==> config.mk <==
export PLATFORM = sky130hd
export DESIGN_NAME = topology_loader
export DESIGN_NICKNAME = d
export VERILOG_FILES = /design/src/rtl/topology_loader.sv
export SDC_FILE = /design/constraint.sdc
export NUM_CORES = 1
export LEC_CHECK = 0
export BUFFER_PORTS_ARGS = -buffer_cell sky130_fd_sc_hd__buf_2
export CORE_MARGIN = 3
export CORE_UTILIZATION = 25
export DETAILED_ROUTE_END_ITERATION = 6
export PLACE_DENSITY = 0.45
export SLEW_MARGIN = 15
export SYNTH_ARGS = -nofsm -noshare
export SYNTH_HDL_FRONTEND = slang
export SYNTH_SLANG_ARGS = --single-unit
==> constraint.sdc <==
create_clock -name clk_i -period 2.39 [get_ports clk_i]
set_clock_uncertainty 0.1 [all_clocks]
set_input_delay 0.1195 -clock clk_i [delete_from_list [all_inputs] [get_ports clk_i]]
set_output_delay 0.1195 -clock clk_i [all_outputs]
set_load 0.02 [all_outputs]
==> src/rtl/topology_loader.sv <==
// topology_loader: streams topology words into a BRAM, then reads every word back
// and checks it against a shadow copy, reporting sticky error/mismatch status.
module topology_loader #(
  parameter int ADDR_LEN = 2,
  parameter int DATA_LEN = 16
) (
  input  logic                clk_i,
  input  logic                reset_i,
  input  logic                start_i,
  input  logic [ADDR_LEN:0]   num_words_i,
  input  logic                s_valid_i,
  input  logic [DATA_LEN-1:0] s_data_i,
  output logic                s_ready_o,
  output logic                bram_ena_o,
  output logic                bram_wr_ena_o,
  output logic [ADDR_LEN-1:0] bram_addr_o,
  output logic [DATA_LEN-1:0] bram_data_o,
  input  logic [DATA_LEN-1:0] bram_data_i,
  output logic                busy_o,
  output logic                done_o,
  output logic                error_o,
  output logic                mismatch_o,
  output logic [ADDR_LEN-1:0] mismatch_addr_o
);
  localparam int DEPTH = 2**ADDR_LEN;
  localparam logic [ADDR_LEN:0] DEPTH_W = (ADDR_LEN+1)'(DEPTH);
  typedef enum logic [2:0] {IDLE, WRITE, VERIFY, DRAIN, DONE} state_t;
  state_t state, state_nxt;
  logic [ADDR_LEN:0] count, counter;
  logic [DATA_LEN-1:0] shadow [DEPTH];
  logic tag1_v, tag2_v;
  logic [ADDR_LEN-1:0] tag1_a, tag2_a;
  logic start_ok, hs, last, bad;
  assign start_ok  = start_i && num_words_i != '0 && num_words_i <= DEPTH_W;
  assign hs        = state == WRITE && s_valid_i;
  assign last      = counter == count - 1'b1;
  assign bad       = tag2_v && bram_data_i != shadow[tag2_a] && !mismatch_o;
  assign s_ready_o = state == WRITE;
  assign busy_o    = state != IDLE;
  assign done_o    = state == DONE;
  always_comb begin
    state_nxt = state;
    case (state)
      IDLE:    state_nxt = start_ok ? WRITE : start_i ? DONE : IDLE;
      WRITE:   state_nxt = hs && last ? VERIFY : WRITE;
      VERIFY:  state_nxt = last ? DRAIN : VERIFY;
      DRAIN:   state_nxt = tag1_v ? DRAIN : DONE;
      DONE:    state_nxt = IDLE;
      default: state_nxt = IDLE;
    endcase
  end
  always_ff @(posedge clk_i) state <= reset_i ? IDLE : state_nxt;
  always_ff @(posedge clk_i) if (hs) shadow[counter[ADDR_LEN-1:0]] <= s_data_i;
  always_ff @(posedge clk_i) begin
    if (reset_i) begin
      count           <= '0;
      counter         <= '0;
      bram_ena_o      <= 1'b0;
      bram_wr_ena_o   <= 1'b0;
      bram_addr_o     <= '0;
      bram_data_o     <= '0;
      tag1_v          <= 1'b0;
      tag2_v          <= 1'b0;
      tag1_a          <= '0;
      tag2_a          <= '0;
      error_o         <= 1'b0;
      mismatch_o      <= 1'b0;
      mismatch_addr_o <= '0;
    end else begin
      bram_ena_o    <= 1'b0;
      bram_wr_ena_o <= 1'b0;
      tag1_v        <= 1'b0;
      tag2_v        <= tag1_v;
      tag2_a        <= tag1_a;
      if (bad) begin
        mismatch_o      <= 1'b1;
        mismatch_addr_o <= tag2_a;
      end
      case (state)
        IDLE: begin
          if (start_ok) begin
            count           <= num_words_i;
            counter         <= '0;
            error_o         <= 1'b0;
            mismatch_o      <= 1'b0;
            mismatch_addr_o <= '0;
          end else if (start_i) begin
            error_o    <= 1'b1;
            mismatch_o <= 1'b0;
          end
        end
        WRITE: if (hs) begin
          bram_ena_o    <= 1'b1;
          bram_wr_ena_o <= 1'b1;
          bram_addr_o   <= counter[ADDR_LEN-1:0];
          bram_data_o   <= s_data_i;
          counter       <= last ? '0 : counter + 1'b1;
        end
        VERIFY: begin
          bram_ena_o  <= 1'b1;
          bram_addr_o <= counter[ADDR_LEN-1:0];
          tag1_v      <= 1'b1;
          tag1_a      <= counter[ADDR_LEN-1:0];
          counter     <= last ? '0 : counter + 1'b1;
        end
        default: ;
      endcase
    end
  end
endmodule

=== Word-level counts from Yosys, hierarchy flattened ===
Memories as Yosys holds them, arrays and structs flattened. A register that Yosys moved wholly into a read port is not among the register bits.
Index checks and enable logic that the tools add are counted.

* Reductions and logical operators: 19
* Order comparisons: 1
* Equal/unequal tests: 8
* Bitwise logic cells: 1
* $add $sub $neg: 2
* Multiplexer cells: 26

{| class="wikitable"
|+ Operators by type and width
! kind !! count
|-
| $mux 3 || 6
|-
| $ne 16x16->1 || 1
|-
| $mux 2 || 6
|-
| $pmux 3 s4 || 1
|-
| $mux 1 || 10
|-
| $pmux 3 s3 || 1
|-
| $reduce_bool 3->1 || 3
|-
| $reduce_and 2->1 || 4
|-
| $eq 3x2->1 const B || 2
|-
| $logic_and 1x1->1 || 6
|-
| $pmux 2 s2 || 1
|-
| $reduce_bool 2->1 || 2
|-
| $add 3x1->3 const B || 1
|-
| $eq 3x1->1 const B || 1
|-
| $eq 3x3->1 || 1
|-
| $eq 3x3->1 const B || 1
|-
| $le 3x3->1 const B || 1
|-
| $logic_not 3->1 || 1
|-
| $reduce_and 3->1 || 1
|-
| $sub 3x1->3 const B || 1
|-
| $ne 2x1->1 const B || 1
|-
| $ne 2x2->1 const B || 1
|-
| $pmux 1 s2 || 1
|-
| $reduce_or 2->1 || 1
|-
| 2 further kinds || 2
|}

* Output and inout bits: 27
* Register bits after elaboration: 39
* Bits in writable memories: 64
* Memories kept: 1
* Bits of input ports: 39

{| class="wikitable"
|+ Memory list
! memory !! depth !! width !! rd ports !! clocked after memory_dff !! write ports !! line !! text
|-
| shadow || 4 || 16 || 1 || 1 || 1 || 30 || <nowiki>logic [DATA_LEN-1:0] shadow [DEPTH];</nowiki>
|}

=== Logic depth before layout (Yosys ltp) ===
* Depth in word-level cells: 7
* Gate-level depth with buffers: 8
* Depth with buffers taken out: 8

=== Least setup slack after synthesis ===
OpenSTA, ideal clock, no wires.

* Path kind: register -> register
* From: reg tag2_a[0]
* To: reg mismatch_addr_o[0]
* Data required time: 2158 ps
* Stages on the path, launching flop included: 9
* Period minus slack after synthesis: 2112 ps
* Data arrival time: 1880 ps
* Slack: 278 ps
* Setup time: 132 ps
* Cells stage by stage: dfxtp_1 buf_6 buf_6 mux4_2 xnor2_1 nand4_1 nor4_2 nor3b_1 mux2i_1

* Word-level cells in the longest chain between the ends: 3

{| class="wikitable"
|+ RTL lines
! what !! line !! text
|-
| from (decl) || 32 || <nowiki>logic [ADDR_LEN-1:0] tag1_a, tag2_a;</nowiki>
|-
| from (signal assigned) || 74 || <nowiki>tag2_a <= tag1_a;</nowiki>
|-
| $mux 2 (*) || 75 || <nowiki>if (bad) begin</nowiki>
|-
| $mux 2 || 81 || <nowiki>if (start_ok) begin</nowiki>
|-
| $mux 2 (*) || 79 || <nowiki>case (state)</nowiki>
|-
| to (signal assigned) || 77 || <nowiki>mismatch_addr_o <= tag2_a;</nowiki>
|-
| to (decl) || 23 || <nowiki>output logic [ADDR_LEN-1:0] mismatch_addr_o</nowiki>
|}

Mark *: on every way between the ends. The rest lies on a longest branch, timed or not.
A chain may end at the register's enable or synchronous reset.

==> impl_metrics.env <==
export IMPL_outcome="finished, final reports clean"
export IMPL_htreeDepth=3
export IMPL_power_frac_comb_pct=7.7
export IMPL_antenna_found_initial=0
export IMPL_drtIter0Drc=167
export IMPL_drc=0
export IMPL_grt_max_degree=24
export IMPL_tns_ps=0
export IMPL_portBuffers=65
export IMPL_worstReg2RegEnd="mismatch_o"
export IMPL_coreArea_mm2=0.0159
export IMPL_hold_viol=0
export IMPL_ff2ff_setup_slack_ps=170
export IMPL_nNetsFinal=432
export IMPL_p_leak_uw=0.00185
export IMPL_synth_top_area_share_pct=47.1
export IMPL_cts_clk_slew_worst_paths_ps=70
export IMPL_slew_headroom_pct=68.2
export IMPL_rr_worst_depth=7
export IMPL_cts_tree="built"
export IMPL_r2r_start="tag2_a[0]"
export IMPL_min_to="state[2]"
export IMPL_grt_pass1_wl_um=14500
export IMPL_final_cell_mix="65 x buf_2, 64 x edfxtp_1, 41 x nand2_1, 38 x dfxtp_1, 22 x xnor2_1"
export IMPL_crit_path_start_kind="flop"
export IMPL_avgViaCountPerCell=4.13
export IMPL_cap_violations=0
export IMPL_ys_seq_elements=103
export IMPL_die_area_mm2=0.0179
export IMPL_layout_commonest_cell="buf_2"
export IMPL_syn_cell_area_mm2=0.00408
export IMPL_gr_usage_all_layers_pct=10.9
export IMPL_setup_viol=0
export IMPL_avgSynthCellArea_um2=14.0
export IMPL_p_per_area_mw_per_mm2=701
export IMPL_maxSlewViolCount=0
export IMPL_finalCritPeriodShare_pct=92.8
export IMPL_hpwl_um=6250
export IMPL_synth_area_leader_cell="edfxtp_1"
export IMPL_p_sw_uw=849
export IMPL_die_w_um=134
export IMPL_finalInstanceArea_mm2=0.00520
export IMPL_min_period_ps=2220
export IMPL_netlist_top_cells_area="edfxtp_1 47%, dfxtp_1 19%, mux4_2 8.8%"
export IMPL_fmax_mhz=451
export IMPL_end_kind="flop"
export IMPL_std_cell_rows=46
export IMPL_postCtsSetupRepairBufs=0
export IMPL_route_vias_total=2515
export IMPL_hold_class="primary input to flop"
export IMPL_swShare_pct=23.3
export IMPL_yosysSeqAreaShare_pct=66.3
export IMPL_start_util_pct=25.6
export IMPL_dpl_cell_area_mm2=0.00471
export IMPL_hp_start="start_i"
export IMPL_pin_count=66
export IMPL_worst_skew_pair_late_latency_ps=350
export IMPL_routed_wl_um=9140
export IMPL_areaGrowthSynthToFinish_pct=27.6
export IMPL_clock_sinks=103
export IMPL_drive_gt1_share_pct=29.3
export IMPL_die_y_um=134
export IMPL_p_seq_share_pct=53.2
export IMPL_ant_nets=0
export IMPL_grt_pass1_vias=2665
export IMPL_vdd_drop_max_mv=0.363
export IMPL_clkPwrFrac_pct=39.1
export IMPL_wl_per_cell_um=15.0
export IMPL_gp_congestion=0.684
export IMPL_whs_path_depth=4
export IMPL_firstDrtPassIters=4
export IMPL_nFillCells=1604
export IMPL_cp_max_fo=8
export IMPL_cts_root_buf="clkbuf_16"
export IMPL_clockBufferDepth=2
export IMPL_rsz0062_at_grt="false"
export IMPL_syn_inst=292
export IMPL_cp_data_arrival_time_ps=2350
export IMPL_crit_required_ps=2530
export IMPL_cts_made_buffers=9
export IMPL_ys_types=35
export IMPL_yosysWarnings=0
export IMPL_worst_pin_slew_ps=476
export IMPL_antenna_diode_count=0
export IMPL_overflow=0
export IMPL_syn_num_nets=336
export IMPL_p_int_uw=2800
export IMPL_crit_type="flop to flop"
==> final cells by class <==
type	instances	area (µm²)	share of cell area [%]
multi-input cells	170	1290	24.7
inverters	7	26.3	0.505
repair buffers	97	624	12.0
clock inverters	6	52.6	1.01
flip-flops and latches	103	2700	52.0
well taps	216	270	5.19
clock buffers	10	239	4.59
==> power by group through the flow <==
stage	Combinational [µW]	Clock, µW	Sequential (µW)
after floorplan	136	0	1990
after global placement	262	0	1980
after detailed placement	264	0	1980
after CTS	289	1480	1940
after global routing	317	1560	1950
final	282	1420	1940
==> cells by family after synthesis <==
group                    Yosys count  share of synthesized area, %
AO/OA/AOI/OAI                     32                          4.42
adder cells (fa/ha/maj)            5                          1.53
flip-flops                       103                          66.3
AND/OR/NAND/NOR                   86                          9.82
multiplexers                      25                          11.1
buffers and inverters             19                          2.18
XOR/XNOR                          22                          4.72
==> sequential cells by signal, summed over array words and instances, names as in the netlist <==
signal,flops
mismatch_addr_o,2
tag2_v,1
mismatch_o,1
bram_wr_ena_o,1
bram_ena_o,1
counter,3
tag1_a,2
tag2_a,2
count,3
bram_addr_o,2
error_o,1
state,3
shadow,64
tag1_v,1
bram_data_o,16
==> worst max-delay path, stage by stage (launching register included) <==
cell     delay (ps)
dfxtp_2         350
buf_8           170
mux4_2          520
xnor2_1         160
nand4_1         160
nor4_2          360
nor2b_1         110
o21a_1          180
==> layer usage <==
layer	vias to the layer above	GRT usage [%]	share of wire (%)
met5	-	0	0
met4	0	3.26	0.91
met3	5	4.34	5.8
met2	65	17.4	47
met1	1195	13.5	46
li1	1250	-	-
==> cells in the mapped netlist <==
master	count
or2_2	1
clkbuf_1	8
a211oi_1	1
or3_1	2
nor3b_1	2
ha_1	5
buf_6	2
nand4_1	4
nand2_1	41
and2_1	3
a21oi_1	20
nor2b_1	4
nor4_2	1
mux2i_1	8
mux4_2	16
a32oi_1	1
nand3_1	1
and3_1	4
o21ai_0	5
edfxtp_1	64
nand3b_1	2
nand2b_1	2
buf_2	1
nor2_1	17
o21a_1	1
o21ba_2	1
dfxtp_1	39
xnor2_1	22
mux2_2	1
nor3_1	2
inv_1	7
a221oi_1	1
o22ai_1	1
a31oi_1	1
clkbuf_2	1
==> how the worst max path moves through the flow <==
stage                     startpoint                 end  slack [ps]  cells after the start
after detailed placement   tag2_a[0]  mismatch_addr_o[0]          40                      7
after CTS                  tag2_a[0]          mismatch_o          30                      7
after global routing       tag2_a[0]  mismatch_addr_o[0]          30                      7
after floorplan            tag2_a[0]  mismatch_addr_o[0]         280                      8
after global placement     tag2_a[0]          mismatch_o          60                      7
final                      tag2_a[0]          mismatch_o         170                      7
==> timing repair <==
item / 4_1_cts / 5_1_grt
resized for setup: 0 / 4
setup endpoints to repair: 0 / 3
hold buffers: 19 / 0
endpoints found under the hold margin: 83 / 0
==> stage by stage <==
step	power, µW	setup slack [ps]	utilization, %	hold WS, ps	std cells
2_1_floorplan	2130	278	-	118	292
3_3_place_gp	2240	62.7	29.5	257	574
3_5_place_dp	2250	42.2	29.5	251	574
4_1_cts	3720	28.6	32.6	22.9	609
5_1_grt	3830	28.8	32.6	72.9	609
6_report	3650	172	32.6	34.6	609
Note: power is estimated with default switching activity, not from simulation.
